<file path="src/rtl/sec_pkg.sv">
// Shared definitions for the clock/calendar chain: seconds-stage constants
// and the edit-item select encoding used by every stage.
package sec_pkg;

    localparam int SEC_W   = 6;
    localparam int SEC_MAX = 59;

    // Which stage the up/down edit controls currently act on.
    typedef enum logic [2:0] {
        SEL_SEC  = 3'b000,
        SEL_MIN  = 3'b001,
        SEL_HOUR = 3'b010,
        SEL_DATE = 3'b011,
        SEL_NONE = 3'b111
    } sel_item_e;

endpackage : sec_pkg

</file>
<file path="src/rtl/mod_n_updown.sv">
// Generic wrap-around up/down counter over 0..MAX with synchronous clear.
// Out-of-range values recover on the next step: an increment loads 0 and a
// decrement loads MAX. The terminal flag is exact, so an out-of-range value
// never reports terminal.
module mod_n_updown #(
    parameter int W   = 6,
    parameter int MAX = 59
) (
    input  logic         clk,
    input  logic         clear,
    input  logic         inc,
    input  logic         dec,
    output logic [W-1:0] count,
    output logic         terminal
);

    localparam logic [W-1:0] MAX_V = W'(MAX);
    localparam logic [W-1:0] ONE_V = W'(1);

    logic [W-1:0] count_d;
    logic [W-1:0] count_q;

    // Next-count: step up or down with wrap; simultaneous requests hold.
    always_comb begin
        // NOTE: the default assignment first means every path drives count_d, so no latch is inferred.
        count_d = count_q;
        if (inc && !dec) begin
            count_d = (count_q >= MAX_V) ? '0 : count_q + ONE_V;
        end else if (dec && !inc) begin
            count_d = ((count_q == '0) || (count_q > MAX_V)) ? MAX_V : count_q - ONE_V;
        end
    end

    // Count register with synchronous clear.
    always_ff @(posedge clk) begin
        // NOTE: non-blocking assignment keeps every flop sampling pre-edge values, avoiding simulation races.
        if (clear) begin
            count_q <= '0;
        end else begin
            count_q <= count_d;
        end
    end

    assign count    = count_q;
    assign terminal = (count_q == MAX_V);

endmodule : mod_n_updown

</file>
<file path="src/rtl/sec_counter.sv">
// Seconds stage of the clock/calendar chain. Counts 0..MAX_VAL on enabled
// 1 Hz ticks in run mode, steps with up/down in seconds-edit mode, and
// strobes carry_out for the minute stage on the run-mode 59->0 rollover.
// Build option: define SEC_EDIT_EDGE_EN to make up/down step once per press
// (rising edge) instead of once per cycle held.
module sec_counter
    import sec_pkg::*;
#(
    parameter int MAX_VAL = SEC_MAX,
    parameter int CNT_W   = SEC_W
) (
    input  logic             clk_1Hz,
    input  logic             rst,
    input  logic             en_1,
    input  logic             up,
    input  logic             down,
    input  logic [2:0]       select_item,
    output logic [CNT_W-1:0] sec_bin,
    output logic             carry_out
);

    logic edit;
    logic run;
    logic up_step;
    logic down_step;
    logic cnt_inc;
    logic cnt_dec;
    logic at_max;

    assign edit = (select_item == SEL_SEC);
    assign run  = !edit;

`ifdef SEC_EDIT_EDGE_EN
    logic up_d;
    logic up_q;
    logic down_d;
    logic down_q;

    // Previous-cycle copies of the edit requests for rising-edge detection.
    always_comb begin
        up_d   = up;
        down_d = down;
    end

    // Edge-detect registers, cleared by reset so a held button after reset counts as a fresh press.
    always_ff @(posedge clk_1Hz) begin
        if (rst) begin
            up_q   <= 1'b0;
            down_q <= 1'b0;
        end else begin
            up_q   <= up_d;
            down_q <= down_d;
        end
    end

    assign up_step   = up && !up_q;
    assign down_step = down && !down_q;
`else
    assign up_step   = up;
    assign down_step = down;
`endif

    // Step requests: ticks drive the counter in run mode, edit controls in edit mode.
    always_comb begin
        cnt_inc = 1'b0;
        cnt_dec = 1'b0;
        if (run) begin
            cnt_inc = en_1;
        end else if (up_step && !down_step) begin
            cnt_inc = 1'b1;
        end else if (down_step && !up_step) begin
            cnt_dec = 1'b1;
        end
    end

    mod_n_updown #(
        .W   (CNT_W),
        .MAX (MAX_VAL)
    ) u_count (
        .clk      (clk_1Hz),
        .clear    (rst),
        .inc      (cnt_inc),
        .dec      (cnt_dec),
        .count    (sec_bin),
        .terminal (at_max)
    );

    // High during the cycle whose edge performs the run-mode rollover.
    assign carry_out = !rst && run && en_1 && at_max;

endmodule : sec_counter

</file>
<file path="config.mk">
export PLATFORM = sky130hd
export DESIGN_NAME = sec_counter
export DESIGN_NICKNAME = d
export VERILOG_FILES = /design/src/rtl/sec_pkg.sv /design/src/rtl/mod_n_updown.sv /design/src/rtl/sec_counter.sv
export SDC_FILE = /design/constraint.sdc
export NUM_CORES = 1
export LEC_CHECK = 0
export ABC_CLOCK_PERIOD_IN_PS = 5700
export CAP_MARGIN = 25
export CORE_AREA = 10 10 47 49
export DETAILED_ROUTE_END_ITERATION = 12
export DIE_AREA = 0 0 57 59
export GPL_TIMING_DRIVEN = 0
export MAX_ROUTING_LAYER = met4
export PLACE_DENSITY = 0.86
export RECOVER_POWER = 100
export SKIP_CTS_REPAIR_TIMING = 1
export SYNTH_ARGS = -nofsm -noshare
export SYNTH_HDL_FRONTEND = slang
export SYNTH_SLANG_ARGS = --single-unit
</file>
<file path="constraint.sdc">
create_clock -name clk_1Hz -period 5.7 [get_ports clk_1Hz]
set_input_delay 1.425 -clock clk_1Hz [delete_from_list [all_inputs] [get_ports clk_1Hz]]
set_output_delay 1.425 -clock clk_1Hz [all_outputs]
set_load 0.005 [all_outputs]
</file>
==> results of run 1 <==
==> final cells by class <==
type | instances | area, µm²
buffer | 8 | 52.6
timing repair buffer | 14 | 140
inverter | 8 | 30.0
tap | 16 | 20.0
fill | 145 | 579
clock buffer | 3 | 22.5
sequential | 6 | 120
multi-input combinational | 63 | 437
==> report_power, final <==
| group | switching (W) | internal [W] |
|---|---|---|
| clock | 0.0000175 | 0.0000240 |
| sequential | 0.00000569 | 0.0000475 |
| combinational | 0.0000431 | 0.0000376 |
| total | 0.0000664 | 0.000109 |
==> worst min-delay path by stage <==
stage                                  end  slack (ns)  depth (start not counted)
after floorplan           u_count.count[1]        0.54                          2
after global placement    u_count.count[1]        0.59                          2
after detailed placement  u_count.count[1]        0.60                          2
after CTS                 u_count.count[1]        0.61                          2
after global routing      u_count.count[1]        0.64                          2
final                     u_count.count[1]        0.61                          2
==> metal layers <==
metal | GRT usage [%] | part of all wire [%] | vias to the layer above
li1 | - | - | 358
met1 | 13.7 | 42 | 342
met2 | 18.6 | 51 | 28
met3 | 2.79 | 6.0 | 2
met4 | 2.01 | 0.38 | 0
met5 | - | 0 | -
==> cell usage in the layout, fill, tap and decap left out, types with 2 or more instances in the layout <==
| cell type | n |
|---|---|
| sky130_fd_sc_hd__nor4_1 | 5 |
| sky130_fd_sc_hd__a21oi_1 | 7 |
| sky130_fd_sc_hd__nand3b_1 | 2 |
| sky130_fd_sc_hd__nand2b_1 | 2 |
| sky130_fd_sc_hd__nand2_1 | 2 |
| sky130_fd_sc_hd__o211ai_1 | 3 |
| sky130_fd_sc_hd__nor2_1 | 4 |
| sky130_fd_sc_hd__buf_2 | 2 |
| sky130_fd_sc_hd__and3_1 | 2 |
| sky130_fd_sc_hd__nor3_1 | 3 |
| sky130_fd_sc_hd__dfxtp_1 | 6 |
| sky130_fd_sc_hd__clkbuf_1 | 2 |
| sky130_fd_sc_hd__buf_4 | 2 |
| sky130_fd_sc_hd__ha_1 | 4 |
| sky130_fd_sc_hd__nand4_1 | 3 |
| sky130_fd_sc_hd__o21ai_0 | 4 |
| sky130_fd_sc_hd__nand3_1 | 3 |
| sky130_fd_sc_hd__dlygate4sd3_1 | 8 |
| sky130_fd_sc_hd__inv_1 | 6 |
| sky130_fd_sc_hd__inv_2 | 2 |
| sky130_fd_sc_hd__clkdlybuf4s50_1 | 6 |
| sky130_fd_sc_hd__o31ai_1 | 2 |
| sky130_fd_sc_hd__clkbuf_4 | 3 |
==> stage by stage <==
step | utilization, % | power [W] | cells
floorplan | - | 0.000109 | 85
global placement | 57.9 | 0.000137 | 115
detailed placement | 57.9 | 0.000138 | 115
CTS | 59.5 | 0.000180 | 118
global route | 58.7 | 0.000189 | 118
finish | 58.7 | 0.000175 | 118
==> critical path: stages <==
cell                              delay, ns
sky130_fd_sc_hd__dlygate4sd3_1         0.67
sky130_fd_sc_hd__nand2b_1              0.19
sky130_fd_sc_hd__nor4_1                0.22
sky130_fd_sc_hd__clkdlybuf4s50_1       0.55
==> cells in the mapped netlist, types with 2 or more instances <==
cell and count:
sky130_fd_sc_hd__nand3b_1 2, sky130_fd_sc_hd__o31ai_1 2, sky130_fd_sc_hd__nor2_1 4, sky130_fd_sc_hd__ha_1 4, sky130_fd_sc_hd__nor3_1 3, sky130_fd_sc_hd__a21oi_1 7, sky130_fd_sc_hd__inv_2 2, sky130_fd_sc_hd__nand2b_1 2
sky130_fd_sc_hd__nand3_1 3, sky130_fd_sc_hd__buf_2 2, sky130_fd_sc_hd__nand4_1 3, sky130_fd_sc_hd__nand2_1 2, sky130_fd_sc_hd__inv_1 6, sky130_fd_sc_hd__buf_4 3, sky130_fd_sc_hd__dfxtp_1 6, sky130_fd_sc_hd__o21ai_0 4
sky130_fd_sc_hd__o211ai_1 3, sky130_fd_sc_hd__and3_1 2, sky130_fd_sc_hd__nor4_1 5
==> kinds of logic after synthesis <==
family,count (synthesis),share of synthesized area (%)
AOI/OAI and AO/OA,26,29.0
xor gates and xnor gates,1,1.35
adders and majority gates,4,7.69
buffers and inverters,16,13.3
DFF,6,18.5
muxes,1,1.73
and+or+nand+nor,31,28.5
==> metrics list, run 1 <==
* Status: completed
- Global routing finished with a remaining overflow of 0.
* Clock sink count: 6
- Maximum fanout encountered on the critical timing path: 7
* Synth Net Count: 97
* Total routing usage reported by global routing: 11.3%
* Fraction of final layout cells sized beyond drive strength 1: 10.8%
- Highest ir drop seen on vdd: 0.170 mV
- Total die area: 3360 µm²
- The tree is rooted in a sky130_fd_sc_hd__clkbuf_4.
- Counting flops and latches in the post-synthesis netlist gives 6.
- Setup slack on the worst reg-to-reg path comes out at 3.40 ns.
- Hold violation count in the final report: 0
* Port Buffer Count: 14
- With fillers left out, the area of the finished cells amounts to 822 µm².
- YS warnings: 0
* Chip Height: 59 µm
- After synthesis, the netlist uses 39 different library cells.
- The final layout contains routed wiring with a total length of 1840 µm.
- Counting every instance in the synthesized netlist gives 85.
- DR vias/cell: 6.19
* Final setup violation count: 0
- At the placement stage, the worst setup path has a slack of 1.28 ns.
- After layout, the worst path uses 78.7% of the clock period.
- The core region is 1400 µm².
* Initial antenna violation count: 0
* Number of buffers created by CTS: 3
- Routed via count: 730
* TritonCTS clock tree: yes
* Number of max-cap violations: 0
* R2r endpoint: u_count.count[5]
* Period minus WS final: 4.49 ns
- The first global-routing pass estimated 3060 µm of wire.
- Setup slack closes at 1.21 ns.
* Router iterations before antenna repair: 5
- The clock arrives with 0.00851 ns of skew.
* Starting DRT DRC Count: 34
- In this run the number of H-tree levels came out at 1.
- Class of the worst hold path: flop to flop
- Per-cell routed wire length: 15.6 µm
- Adding up every negative setup slack in the final design gives 0 ns.
- Hpwl dp: 1430 µm
- Static timing analysis puts the maximum clock frequency at 0.223 GHz.
- In the routed design, unresolved DRC markers number 0.
- The analysis attributes to cell leakage a power of 0.327 nW.
- Transition time of the tightest slew-check pin: 0.714 ns
- Share of synthesized flip-flops with an asynchronous set or reset: 0%
- Register area share after synthesis: 18.5%
- Dpl cell area: 811 µm²
- Initial cell density of the core: 46.4%
* Pin count of the biggest net entering global routing: 11
- STA puts the critical path data required time at 4.28 ns.
- By area the synthesized netlist is led by sky130_fd_sc_hd__dfxtp_1, sky130_fd_sc_hd__ha_1, sky130_fd_sc_hd__a21oi_1.
* Max-slew headroom: 52.2%
* Number of flops mapped to enable cells by yosys: 0
- Measured along the x axis, the die boundary spans 57 µm.
- The initialized floorplan defines 14 standard-cell rows.
- Tracing the worst setup path back leads to its startpoint at rst.
* Number of global-route vias before repair: 666
- Path type of the worst setup path: input port to primary output
- Library cell occupying the most area in the post-synthesis netlist: sky130_fd_sc_hd__dfxtp_1
- FF-to-FF path depth: 7
* Kind of launch point of the worst setup path: input port
* Count of final max-slew check failures: 0
- Synth-to-layout area growth: 26.3%
- The register with the most flip-flops in the layout has 6 of them.
- Number of antenna cells inserted: 0
- The cell area that synthesis handed to floorplanning was 651 µm².
- Average cell area after synthesis: 7.65 µm²
- Maximum buffer depth of the clock tree: 2
- RSZ-0062 raised after global routing: no
* CP Data Arrival Time: 3.06 ns
- Antenna violation net count after detailed routing: 0
* Worst hold slack: 0.612 ns
* Worst R2R Start: u_count.count[0]
- In the synthesized netlist the dominant register cell turns out to be sky130_fd_sc_hd__dfxtp_1.
- Endpoint of the worst setup timing path: carry_out
* Endpoint class of the critical path: primary output
* Share of the synthesized area in the top cell type: 18.5%
* Clock-pin transition on the worst setup and hold timing paths: 0.04 ns
- The congestion estimate from routability-driven global placement came to 0.958.
* # nets final: 116
- For this design the ratio of total power to cell area is 213 nW/µm².
* Later-pin clock latency in the skew report: 0.25 ns
- Min-Delay Startpoint: u_count.count[1]
- 15 I/O pins were placed.
No activity file was read; power rests on OpenSTA's default activity.
==> inputs of run 2 (changes only) <==
--- a/config.mk
+++ b/config.mk
@@ -5,14 +5,14 @@
 export SDC_FILE = /design/constraint.sdc
 export NUM_CORES = 1
 export LEC_CHECK = 0
-export ABC_CLOCK_PERIOD_IN_PS = 5700
+export ABC_CLOCK_PERIOD_IN_PS = 4500
 export CAP_MARGIN = 25
-export CORE_AREA = 10 10 47 49
+export CORE_AREA = 10 10 48 50
 export DETAILED_ROUTE_END_ITERATION = 12
-export DIE_AREA = 0 0 57 59
+export DIE_AREA = 0 0 58 60
 export GPL_TIMING_DRIVEN = 0
 export MAX_ROUTING_LAYER = met4
-export PLACE_DENSITY = 0.86
+export PLACE_DENSITY = 0.83
 export RECOVER_POWER = 100
 export SKIP_CTS_REPAIR_TIMING = 1
 export SYNTH_ARGS = -nofsm -noshare
==> constraint.sdc (replaced) <==
create_clock -name clk_1Hz -period 4.5 [get_ports clk_1Hz]
set_input_delay 1.125 -clock clk_1Hz [delete_from_list [all_inputs] [get_ports clk_1Hz]]
set_output_delay 1.125 -clock clk_1Hz [all_outputs]
set_load 0.005 [all_outputs]
==> metrics list, run 2 (synthesis gave the netlist of run 1 again) <==
- Highest ir drop seen on vdd: 0.162 mV (was 0.170 mV)
* Global route hottest layer: met2 (unchanged)
- The starting density of the core was 45.3% (was 46.4%).
- The maximum number of buffers from clock root to sink is 2 (unchanged).
* Placed insts: 115 (unchanged)
- The timing startpoint of the critical path is rst (unchanged).
* Port Buffer Count: 14 (unchanged)
- The overall track demand over capacity in global routing was 11.3% (about the same).
- Most frequent cells in the layout: sky130_fd_sc_hd__dlygate4sd3_1, sky130_fd_sc_hd__a21oi_1, sky130_fd_sc_hd__inv_1, sky130_fd_sc_hd__clkdlybuf4s50_1, sky130_fd_sc_hd__dfxtp_1 (unchanged).
- Endpoint of the worst setup timing path: carry_out (unchanged)
- The critical path class was input port to primary output (unchanged).
* Final Cycle Share: 86.1%
- FF-to-FF path depth: 7 (unchanged)
* Deepest level of the CTS H-tree: 1 (unchanged)
* DRC Markers: 0 (unchanged)
- The post-route setup TNS is 0 ns (unchanged).
- The combinational share of power came to 46.9% (was 46.0%).
- The area growth from synthesis to final layout came to 26.3% (unchanged).
* Worst setup slack before clock tree synthesis: 0.715 ns (was 1.28 ns)
- The standard cell core area is 1440 µm² (was 1400 µm²).
- The setup slack of the critical path after layout is 0.627 ns (was 1.21 ns).
- WL final: 1870 µm (was 1840 µm)
* Per-cell routed wire length: 15.8 µm (was 15.6 µm)
- The post-detailed-placement half-perimeter wirelength is 1440 µm (was 1430 µm).
* Tot Pwr: 0.000223 W (was 0.000175 W)
- GR Util met1: 12.1% (was 13.7%)
* Wire length of the first global-routing pass: 3130 µm (was 3060 µm)
- The met3 usage in global routing is 3.81% (was 2.79%).
- Status: completed (unchanged)
- Initial antenna violation count: 0 (unchanged)
- The clock sink total was 6 (unchanged).
- Number of antenna cells inserted: 0 (unchanged)
- TritonCTS clock tree: yes (unchanged)
* Endpoint class of the critical path: primary output (unchanged)
* Pin count of the biggest net entering global routing: 11 (unchanged)
* Die outline width: 58 µm (was 57 µm)
- The total via count after detailed routing was 755 (was 730).
- The internal power of the cells was 0.000138 W (was 0.000109 W).
- Pleak: 0.327 nW (about the same)
- The net switching component of the power came to 0.0000843 W (was 0.0000664 W).
- The net count of the finished layout is 116 (unchanged).
- The actual slew at the worst max-slew pin came to 0.783 ns (was 0.714 ns).
- The worst-path maximum fanout was 7 (unchanged).
- Power density relative to cell area: 271 nW/µm² (was 213 nW/µm²)
- The required time of the worst setup path is 3.38 ns (was 4.28 ns).
- The number of ports placed on the die boundary came to 15 (unchanged).
* Final Skew: 0.00559 ns (was 0.00851 ns)
- Fraction of power spent switching nets: 37.8% (about the same)
- Met2 global-route usage: 18.7% (was 18.6%)
- The max-capacitance violation count was 0 (unchanged).
* CTS Root Buffer Type: sky130_fd_sc_hd__clkbuf_4 (unchanged)
* Later-pin clock latency in the skew report: 0.25 ns (about the same)
- Count of final max-slew check failures: 0 (unchanged)
- Hold violation count in the final report: 0 (unchanged)
- The remaining global-route overflow was 0 (unchanged).
* Router iterations before antenna repair: 4 (was 5)
- Starting DRT DRC Count: 30 (was 34)
- The via count of the first global-routing pass came to 692 (was 666).
* Register-to-register path setup slack: 2.07 ns (was 3.40 ns)
- The start of the worst register-to-register path was u_count.count[0] (unchanged).
* Number of buffers created by CTS: 3 (unchanged)
- Total die area: 3480 µm² (was 3360 µm²)
- R2r endpoint: u_count.count[5] (unchanged)
* Highest achievable clock rate: 0.258 GHz
- Routability Congestion: 0.875 (was 0.958)
- The post-layout instance count excluding filler cells is 118 (unchanged).
* Max reg flops: 6 (unchanged)
- The headroom to the max-slew limit is 47.6% (was 52.2%).
- Portion of total power attributed to the clock network: 23.0% (was 23.7%)
- The share of post-route cells with drive strength above 1 was 10.8% (unchanged).
* Period minus WS final: 3.87 ns
* DR vias/cell: 6.40 (was 6.19)
- Chip Height: 60 µm (was 59 µm)
- The clock-pin slew of the registers on the worst-case setup and hold paths is 0.05 ns (was 0.04 ns).
* Antenna violation net count after detailed routing: 0 (unchanged)
- RSZ-0062 raised after global routing: no (unchanged).
- The total of endpoints with negative setup slack in the final report came to 0 (unchanged).
- Kind of launch point of the worst setup path: input port (unchanged)
* Most frequent standard cell in the layout excluding fill and tap cells: sky130_fd_sc_hd__dlygate4sd3_1 (unchanged)
- Std cell rows: 14 (unchanged)
* Finished layout cell area: 822 µm² (unchanged)
* Class of the worst hold path: flop to flop (unchanged)
* CP Data Arrival Time: 2.75 ns (was 3.06 ns)
- The placed standard-cell area was 811 µm² (unchanged).
* Portion of total power attributed to sequential cells: 30.2% (was 30.3%)
[run 2: area by class of cell]
cell class / count / area [µm²]
Timing Repair Buffer: 14 / 140
Multi-Input combinational cell: 63 / 437
Buffer: 8 / 52.6
Clock buffer: 3 / 22.5
Inverter: 8 / 30.0
Sequential cell: 6 / 120
Fill cell: 143 / 614
Tap cell: 16 / 20.0
[run 2: worst max-delay path: stages]
cell and delay (ns):
sky130_fd_sc_hd__dlygate4sd3_1 0.66, sky130_fd_sc_hd__nand2b_1 0.19, sky130_fd_sc_hd__nor4_1 0.22, sky130_fd_sc_hd__clkdlybuf4s50_1 0.55
[run 2: power groups by stage]
stage / Clock, W / Sequential [W] / Combinational (W)
2_1_floorplan: 0 / 0.0000680 / 0.0000696
3_3_place_gp: 0 / 0.0000683 / 0.000104
3_5_place_dp: 0 / 0.0000687 / 0.000107
4_1_cts: 0.0000530 / 0.0000677 / 0.000108
5_1_grt: 0.0000567 / 0.0000684 / 0.000115
6_report: 0.0000512 / 0.0000672 / 0.000104
[run 2: worst min-delay path by stage]
stage / start / endpoint / slack, ns / cells after the start
2_1_floorplan: u_count.count[1] / u_count.count[1] / 0.54 / 2
6_report: u_count.count[1] / u_count.count[1] / 0.60 / 2
3_5_place_dp: u_count.count[1] / u_count.count[1] / 0.59 / 2
4_1_cts: u_count.count[1] / u_count.count[1] / 0.60 / 2
3_3_place_gp: u_count.count[1] / u_count.count[1] / 0.59 / 2
5_1_grt: u_count.count[1] / u_count.count[1] / 0.63 / 2
[run 2: per-stage QoR]
step / util (%) / hold slack, ns
after floorplan: - / 0.542
after global placement: 56.4 / 0.589
after detailed placement: 56.4 / 0.591
after CTS: 58.0 / 0.600
after global routing: 57.2 / 0.630
final: 57.2 / 0.598
[run 2: layer usage]
metal	up-vias	wire (µm)
li1	363	-
met1	354	711
met2	34	992
met3	4	136
met4	0	25
met5	-	0
